File: config.mk
export PLATFORM = sky130hd
export DESIGN_NAME = ricerca_pila
export DESIGN_NICKNAME = d
export VERILOG_FILES = /design/src/rtl/ricerca_pila_pkg.sv /design/src/rtl/ricerca_pila_confronto.sv /design/src/rtl/ricerca_pila.sv
export SDC_FILE = /design/constraint.sdc
export NUM_CORES = 1
export LEC_CHECK = 0
export ABC_AREA = 1
export CAP_MARGIN = 5
export CORE_ASPECT_RATIO = 2
export CORE_MARGIN = 3
export CORE_UTILIZATION = 62
export DETAILED_ROUTE_END_ITERATION = 8
export HOLD_SLACK_MARGIN = 0.08
export PLACE_DENSITY = 0.89
export SYNTH_ARGS = -nofsm -noshare
export SYNTH_HDL_FRONTEND = slang
export SYNTH_HIERARCHICAL = 1
export SYNTH_SLANG_ARGS = --single-unit
export TNS_END_PERCENT = 30
File: constraint.sdc
create_clock -name clk -period 8.42 [get_ports clk]
set_clock_uncertainty 0.1 [all_clocks]
set_input_delay 1.684 -clock clk [delete_from_list [all_inputs] [get_ports clk]]
set_output_delay 1.684 -clock clk [all_outputs]
set_load 0.01 [all_outputs]
File: src/rtl/ricerca_pila_pkg.sv
// Shared types and helpers for the ricerca_pila stack/search unit.
package ricerca_pila_pkg;

  typedef enum logic [1:0] {
    ST_IDLE,
    ST_SCAN,
    ST_DONE
  } stato_t;

  // Bits needed to address n distinct values; never less than 1.
  function automatic int unsigned larghezza(input int unsigned n);
    return (n <= 2) ? 1 : $clog2(n);
  endfunction

endpackage

File: src/rtl/ricerca_pila_confronto.sv
// confronto_parola: combinational N-bit equality, low when the two words match.
module confronto_parola #(
  parameter int unsigned N = 16
) (
  input  logic [N-1:0] parola_a,
  input  logic [N-1:0] parola_b,
  output logic         diverso
);

  assign diverso = (parola_a != parola_b);

endmodule

File: src/rtl/ricerca_pila.sv
// Stack of DEPTH N-bit words with a top-down associative search port.
// Optional occupancy output enabled by defining RICERCA_PILA_CONTEGGIO_EN.
module ricerca_pila
  import ricerca_pila_pkg::*;
#(
  parameter int unsigned N     = 16,
  parameter int unsigned DEPTH = 8
) (
  input  logic                            clk,
  input  logic                            rst_n,
  input  logic                            push,
  input  logic                            pop,
  input  logic [N-1:0]                    dato_in,
  input  logic                            cerca,
  input  logic [N-1:0]                    chiave,
  output logic [N-1:0]                    dato_out,
  output logic                            vuota,
  output logic                            piena,
  output logic                            occupato,
  output logic                            fatto,
  output logic                            trovato,
  output logic [larghezza(DEPTH)-1:0]     indice,
  output logic                            errore
`ifdef RICERCA_PILA_CONTEGGIO_EN
  ,
  output logic [larghezza(DEPTH+1)-1:0]   conteggio
`endif
);

  localparam int unsigned PW = larghezza(DEPTH);
  localparam int unsigned SW = larghezza(DEPTH + 1);

  stato_t         state_q, state_d;
  logic [SW-1:0]  sp_q, sp_d;
  logic [PW-1:0]  ptr_q, ptr_d;
  logic [N-1:0]   chiave_q, chiave_d;
  logic           trovato_q, trovato_d;
  logic [PW-1:0]  indice_q, indice_d;
  logic           fatto_q, fatto_d;
  logic           errore_q, errore_d;

  logic [N-1:0]   mem_q [DEPTH];
  logic           wr_en;
  logic [PW-1:0]  wr_addr;
  logic [PW-1:0]  top_idx;
  logic           diverso;
  logic           vuota_c, piena_c;

  assign top_idx = PW'(sp_q - SW'(1));
  assign vuota_c = (sp_q == '0);
  assign piena_c = (sp_q == SW'(DEPTH));

  confronto_parola #(.N(N)) u_confronto (
    .parola_a (mem_q[ptr_q]),
    .parola_b (chiave_q),
    .diverso  (diverso)
  );

  always_comb begin
    state_d   = state_q;
    sp_d      = sp_q;
    ptr_d     = ptr_q;
    chiave_d  = chiave_q;
    trovato_d = trovato_q;
    indice_d  = indice_q;
    // fatto is registered, so it trails the DONE state by one cycle
    fatto_d   = (state_q == ST_DONE);
    errore_d  = 1'b0;
    wr_en     = 1'b0;
    wr_addr   = top_idx;
    unique case (state_q)
      ST_IDLE: begin
        if (cerca) begin
          chiave_d  = chiave;
          trovato_d = 1'b0;
          errore_d  = push | pop;
          if (vuota_c) begin
            indice_d = '0;
            state_d  = ST_DONE;
          end else begin
            ptr_d   = top_idx;
            state_d = ST_SCAN;
          end
        end else if (push && pop) begin
          // Replace top; on an empty stack this degenerates to a plain push
          wr_en = 1'b1;
          if (vuota_c) begin
            wr_addr = '0;
            sp_d    = sp_q + SW'(1);
          end
        end else if (push) begin
          if (piena_c) begin
            errore_d = 1'b1;
          end else begin
            wr_en   = 1'b1;
            wr_addr = PW'(sp_q);
            sp_d    = sp_q + SW'(1);
          end
        end else if (pop) begin
          if (vuota_c) errore_d = 1'b1;
          else         sp_d     = sp_q - SW'(1);
        end
      end
      ST_SCAN: begin
        errore_d = push | pop | cerca;
        if (!diverso) begin
          trovato_d = 1'b1;
          indice_d  = ptr_q;
          state_d   = ST_DONE;
        end else if (ptr_q == '0) begin
          indice_d = '0;
          state_d  = ST_DONE;
        end else begin
          ptr_d = ptr_q - PW'(1);
        end
      end
      ST_DONE: begin
        errore_d = push | pop | cerca;
        state_d  = ST_IDLE;
      end
      default: state_d = ST_IDLE;
    endcase
  end

  always_ff @(posedge clk or negedge rst_n) begin
    if (!rst_n) begin
      state_q   <= ST_IDLE;
      sp_q      <= '0;
      ptr_q     <= '0;
      chiave_q  <= '0;
      trovato_q <= 1'b0;
      indice_q  <= '0;
      fatto_q   <= 1'b0;
      errore_q  <= 1'b0;
    end else begin
      state_q   <= state_d;
      sp_q      <= sp_d;
      ptr_q     <= ptr_d;
      chiave_q  <= chiave_d;
      trovato_q <= trovato_d;
      indice_q  <= indice_d;
      fatto_q   <= fatto_d;
      errore_q  <= errore_d;
    end
  end

  always_ff @(posedge clk) begin
    if (wr_en) mem_q[wr_addr] <= dato_in;
  end

  assign dato_out = vuota_c ? '0 : mem_q[top_idx];
  assign vuota    = vuota_c;
  assign piena    = piena_c;
  assign occupato = (state_q != ST_IDLE);
  assign fatto    = fatto_q;
  assign trovato  = trovato_q;
  assign indice   = indice_q;
  assign errore   = errore_q;
`ifdef RICERCA_PILA_CONTEGGIO_EN
  assign conteggio = sp_q;
`endif

endmodule

* Yosys cells after proc, flatten, opt, wreduce, memory -nomap -nowiden
Memory sizes are Yosys's and may differ from the RTL's. Cells that the tools add are included.
Storage, ports and cells: flip-flop bits (word level) 31, bits in writable memories 128, input port bits 37, output and inout port bits 25, word-level logic and storage cells 88, memories kept 1
Memory list:
- mem_q | depth 8, width 16, read ports 2, clocked after memory_dff 0, write ports 1, RTL line ricerca_pila.sv:42 | logic [N-1:0] mem_q [DEPTH];
Cells by class: $add $sub $neg 3, eq/ne operators 14, multiplexer cells 45, bitwise operators 3, reductions and logical operators 14
Operators by type and width (number):
- $mux 3 | 14
- $mux 4 | 6
- $mux 16 | 1
- $ne 16x16->1 | 1
- $mux 1 | 15
- $ne 2x2->1 const B | 7
- $pmux 3 s2 | 2
- $mux 2 | 4
- $ne 3x2->1 const B | 2
- $reduce_and 6->1 | 1
- $reduce_and 5->1 | 1
- $add 4x1->4 const B | 1
- $eq 4x4->1 const B | 1
- $logic_not 4->1 | 1
- $pmux 1 s2 | 2
- $pmux 2 s2 | 1
- $reduce_and 2->1 | 2
- $reduce_and 4->1 | 1
- $reduce_bool 2->1 | 2
- $sub 4x1->4 const B | 1
- $logic_not 3->1 | 1
- $ne 3x3->1 const B | 1
- $reduce_and 3->1 | 1
- $reduce_bool 3->1 | 1
- other kinds (8) | 9

* Longest topological paths before layout
word-level depth 8, mapped depth 19, gate-level depth less buffers 18

* Modules after synthesis
The synthesis kept the hierarchy.
Modules (own cells, without submodules):
- ricerca_pila | times used 1, cells an instance 829, area an instance 7873.8 µm², seq. area each 4619.4 µm²
- confronto_parola | times used 1, cells an instance 89, area an instance 334.1 µm², seq. area each 0.0 µm²

* Least setup slack after synthesis
No wires, ideal clock.
kind flip-flop to output port, from reg sp_q[0], to out dato_out[5], arrival 1.933 ns, setup slack 4.703 ns, cell stages (with the launch flop) 11, cell sequence dfrtp_1 inv_2 buf_4 buf_2 ha_1 inv_2 clkbuf_1 o21ai_0 o211ai_1 nand2_1 nor2_1
Between the ends: cells in the longest elaborated chain, start to end 3, elaborated cells on any way between the ends 4
RTL lines:
- start: declaration | RTL line ricerca_pila.sv:34 | logic [SW-1:0] sp_q, sp_d;
- start signal: assignment | RTL line ricerca_pila.sv:137 | sp_q <= sp_d;
- $sub 4x1->4
- $mem_v2 8x16
- $mux 16 (*) | RTL line ricerca_pila.sv:151 | assign dato_out = vuota_c ? '0 : mem_q[top_idx];
- end: declaration | RTL line ricerca_pila.sv:16 | output logic [N-1:0] dato_out,
Every way passes the cells marked *; elsewhere a longest branch is shown, timed or not.

* Worst setup path after layout
from reg sp_q[0], to out dato_out[2]
Same word-level chain as after synthesis.

==> flow_summary.ini <==
[run_status]
outcome = finished clean

[routing]
routedWlPerCell_um = 18.0
wl_mm = 20.3
viasPerCell = 6.11
drtAntennaViolNets = 0
drtPass1Iterations = 7
drcViolationCount = 0
drt_iter0_markers = 808
vias = 6875

[sta]
rsz0062_at_grt = no
fin_setup_tns_ns = 0
setup_viol = 0
hold_viol = 0
worst_pin_slew_ns = 1.10
fmax_mhz = 178
finalMaxSlewViolations = 0
maxSlewHeadroom_pct = 26.5
finalCriticalPeriod_ns = 5.62
finalCritPeriodShare_pct = 66.8

[cells_and_area]
antennaDiodeCount = 0
final_area_mm2 = 0.00944
nNetsFinal = 1007
n_fill_cell = 872
area.growth.synth_to_final_pct = 15.0
drive_gt1_share_pct = 8.31

[logic_synthesis]
ys_ff_latch = 159
ys_top_cells_by_area = edfxtp_1 47%, o21ai_0 11%, dfrtp_1 9.5%
avgSynthCellArea_um2 = 8.94
synth.distinct_cells = 28
synth_edf_count = 128
syn_inst = 918
synth_top_area_cell = edfxtp_1
synth_warnings = 6
synthesis.area_mm2 = 0.00821
synthFlopType = edfxtp_1
yosysTopAreaCellShare_pct = 46.8
ys_seq_area_share_pct = 56.3
synthMostInstantiatedCell = o21ai_0
syn_nets = 963
synth_commonest_cells = 182 x o21ai_0, 145 x nand2_1, 137 x nor2_1
ys_async_sr_fraction_pct = 19.5

[clock_network]
clock_sinks = 159
cts_buffers = 17
worst_skew_pair.late_latency_ns = 0.42
cts_resized = 0
post_cts_buffers = 0
htreeDepth = 4
tritoncts = yes
cts-root-buf = clkbuf_16
cts_hold_buf = 0
cts_max_path_buffers = 2
clkTransAtPathRegs_ns = 0.06

[flow_run]
drv_cap = 0

[worst_setup_path]
r2r-start = sp_q[0]$_DFFE_PN0P_
crit_path_start = sp_q[0]$_DFFE_PN0P_
crit_type = reg2out
crit_required_ns = 6.64
cp_max_fo = 64
critPathLaunchType = register
cp_data_arrival_time_ns = 3.84
end_kind = output pin

[floorplanning]
fp.coreArea_mm2 = 0.0128
die_h_um = 169
die_area_mm2 = 0.0147
row_count = 58
io_pins = 62
initial_utilization_pct = 64.3
die_width_um = 87.4

[hold_path]
hp-start = indice[2]$_DFFE_PN0P_
hp-class = reg2reg

[power]
powerDensity_mw_per_mm2 = 399
p_leak_uw = 0.00378
swShare_pct = 44.4
p_clk_share_pct = 19.3
totalPowerFinal_uw = 3770
pwr-share-comb_pct = 53.4
p_switching_uw = 1670
p_seq_share_pct = 27.3
peakVddDrop_v = 0.000388
internal_power_uw = 2100

[global_route]
grt_use_met3_pct = 5.70
grt.busiest_layer = met2
grtUsageTotal_pct = 28.0
use_met2_pct = 48.1
grt_max_degree = 98
grt_use_met1_pct = 32.5
grt_antenna_before_repair = 0
grt_pass1_vias = 6577
grt_pass1_wl_mm = 31.8
overflow = 0

[placed_design]
post-dp-hpwl_mm = 11.9
postPlaceCellArea_mm2 = 0.00888
port_buffers = 61
place_congestion = 0.834
-- final cells by class --
type / instances / area [um2] / area share [%]
Tap cell: 150 / 188 / 1.99
Clock inverter: 15 / 134 / 1.42
Timing Repair Buffer: 75 / 716 / 7.58
Inverter: 89 / 334 / 3.54
Multi-Input combinational cell: 620 / 3030 / 32.0
Sequential cell: 159 / 4620 / 48.9
Clock buffer: 17 / 425 / 4.51
-- cell usage in the layout, fill, tap and decap left out, types with 2 or more instances in the layout --
cell,Yosys,layout
o21ai_0,182,182
nand2_1,145,145
nor2_1,137,137
edfxtp_1,128,128
inv_1,83,83
a21oi_1,69,69
clkdlybuf4s50_1,0,61
dfrtp_1,31,30
clkbuf_16,0,17
nand3_1,16,16
o211ai_1,16,16
mux2_2,16,16
buf_4,2,14
o21ai_1,8,8
ha_1,8,8
nand2_2,7,7
inv_2,6,6
inv_6,0,5
nand4_1,4,4
nand3_2,3,3
clkinvlp_4,0,3
nor2_4,2,2
xor2_1,2,2
clkinv_2,0,2
clkinv_1,0,2
-- registers in the layout, indices dropped and copies added (netlist names) --
| register | flops |
|---|---|
| chiave_q | 16 |
| errore | 1 |
| fatto | 1 |
| indice | 3 |
| mem_q | 128 |
| ptr_q | 3 |
| sp_q | 4 |
| state_q | 2 |
| trovato | 1 |
-- critical path: stages, from the launching register on --
cell             delay (ns)
dfrtp_1                0.34
buf_4                  0.43
inv_2                  0.07
ha_1                   0.37
inv_2                  0.81
o21ai_0                0.28
o211ai_1               0.23
nand2_1                0.09
nor2_1                 0.18
clkdlybuf4s50_1        0.57
-- power groups by stage --
stage / sequential [uW] / combinational, uW / clock, uW
2_1_floorplan: 1010 / 1360 / 0
3_3_place_gp: 1040 / 1900 / 0
3_5_place_dp: 1040 / 1950 / 0
4_1_cts: 1030 / 1980 / 733
5_1_grt: 1040 / 2230 / 764
6_report: 1030 / 2010 / 726
-- routing by layer --
layer	share of wire, %	wire length [um]
met5	0	0
met4	3.9	799
met3	8.9	1810
met2	53	10700
met1	34	6960
-- worst paths after layout --
kind,endpoint,slack (ns),depth (start not counted)
min in group asynchronous,chiave_q[12]$_DFFE_PN0P_,1.56,2
max reg2reg,mem_q[2][14]$_DFFE_PP_,4.68,9
min,indice[2]$_DFFE_PN0P_,0.44,2
max in group asynchronous,ptr_q[0]$_DFFE_PN0P_,6.33,2
max,dato_out[2],2.80,9
min reg2reg,indice[2]$_DFFE_PN0P_,0.44,2
-- metrics by stage --
step | setup slack, ns | hold slack [ns] | util [%] | cells
floorplan | 4.70 | 0.402 | - | 918
finish | 2.80 | 0.437 | 73.9 | 1125
detailed placement | 3.44 | 0.425 | 69.6 | 1093
global placement | 3.48 | 0.413 | 69.6 | 1093
global route | 2.61 | 0.463 | 73.9 | 1125
CTS | 2.90 | 0.438 | 73.9 | 1125
-- cells by family after synthesis --
kind of cell               share of synthesized area, %
DFF                                                56.3
buffers and inverters                              6.86
adders and majority gates                          1.22
AOI/OAI and AO/OA                                  17.5
muxes                                              2.20
and+or+nand+nor                                    15.7
xor gates and xnor gates                          0.213
Note: power is estimated with default switching activity, not from simulation.
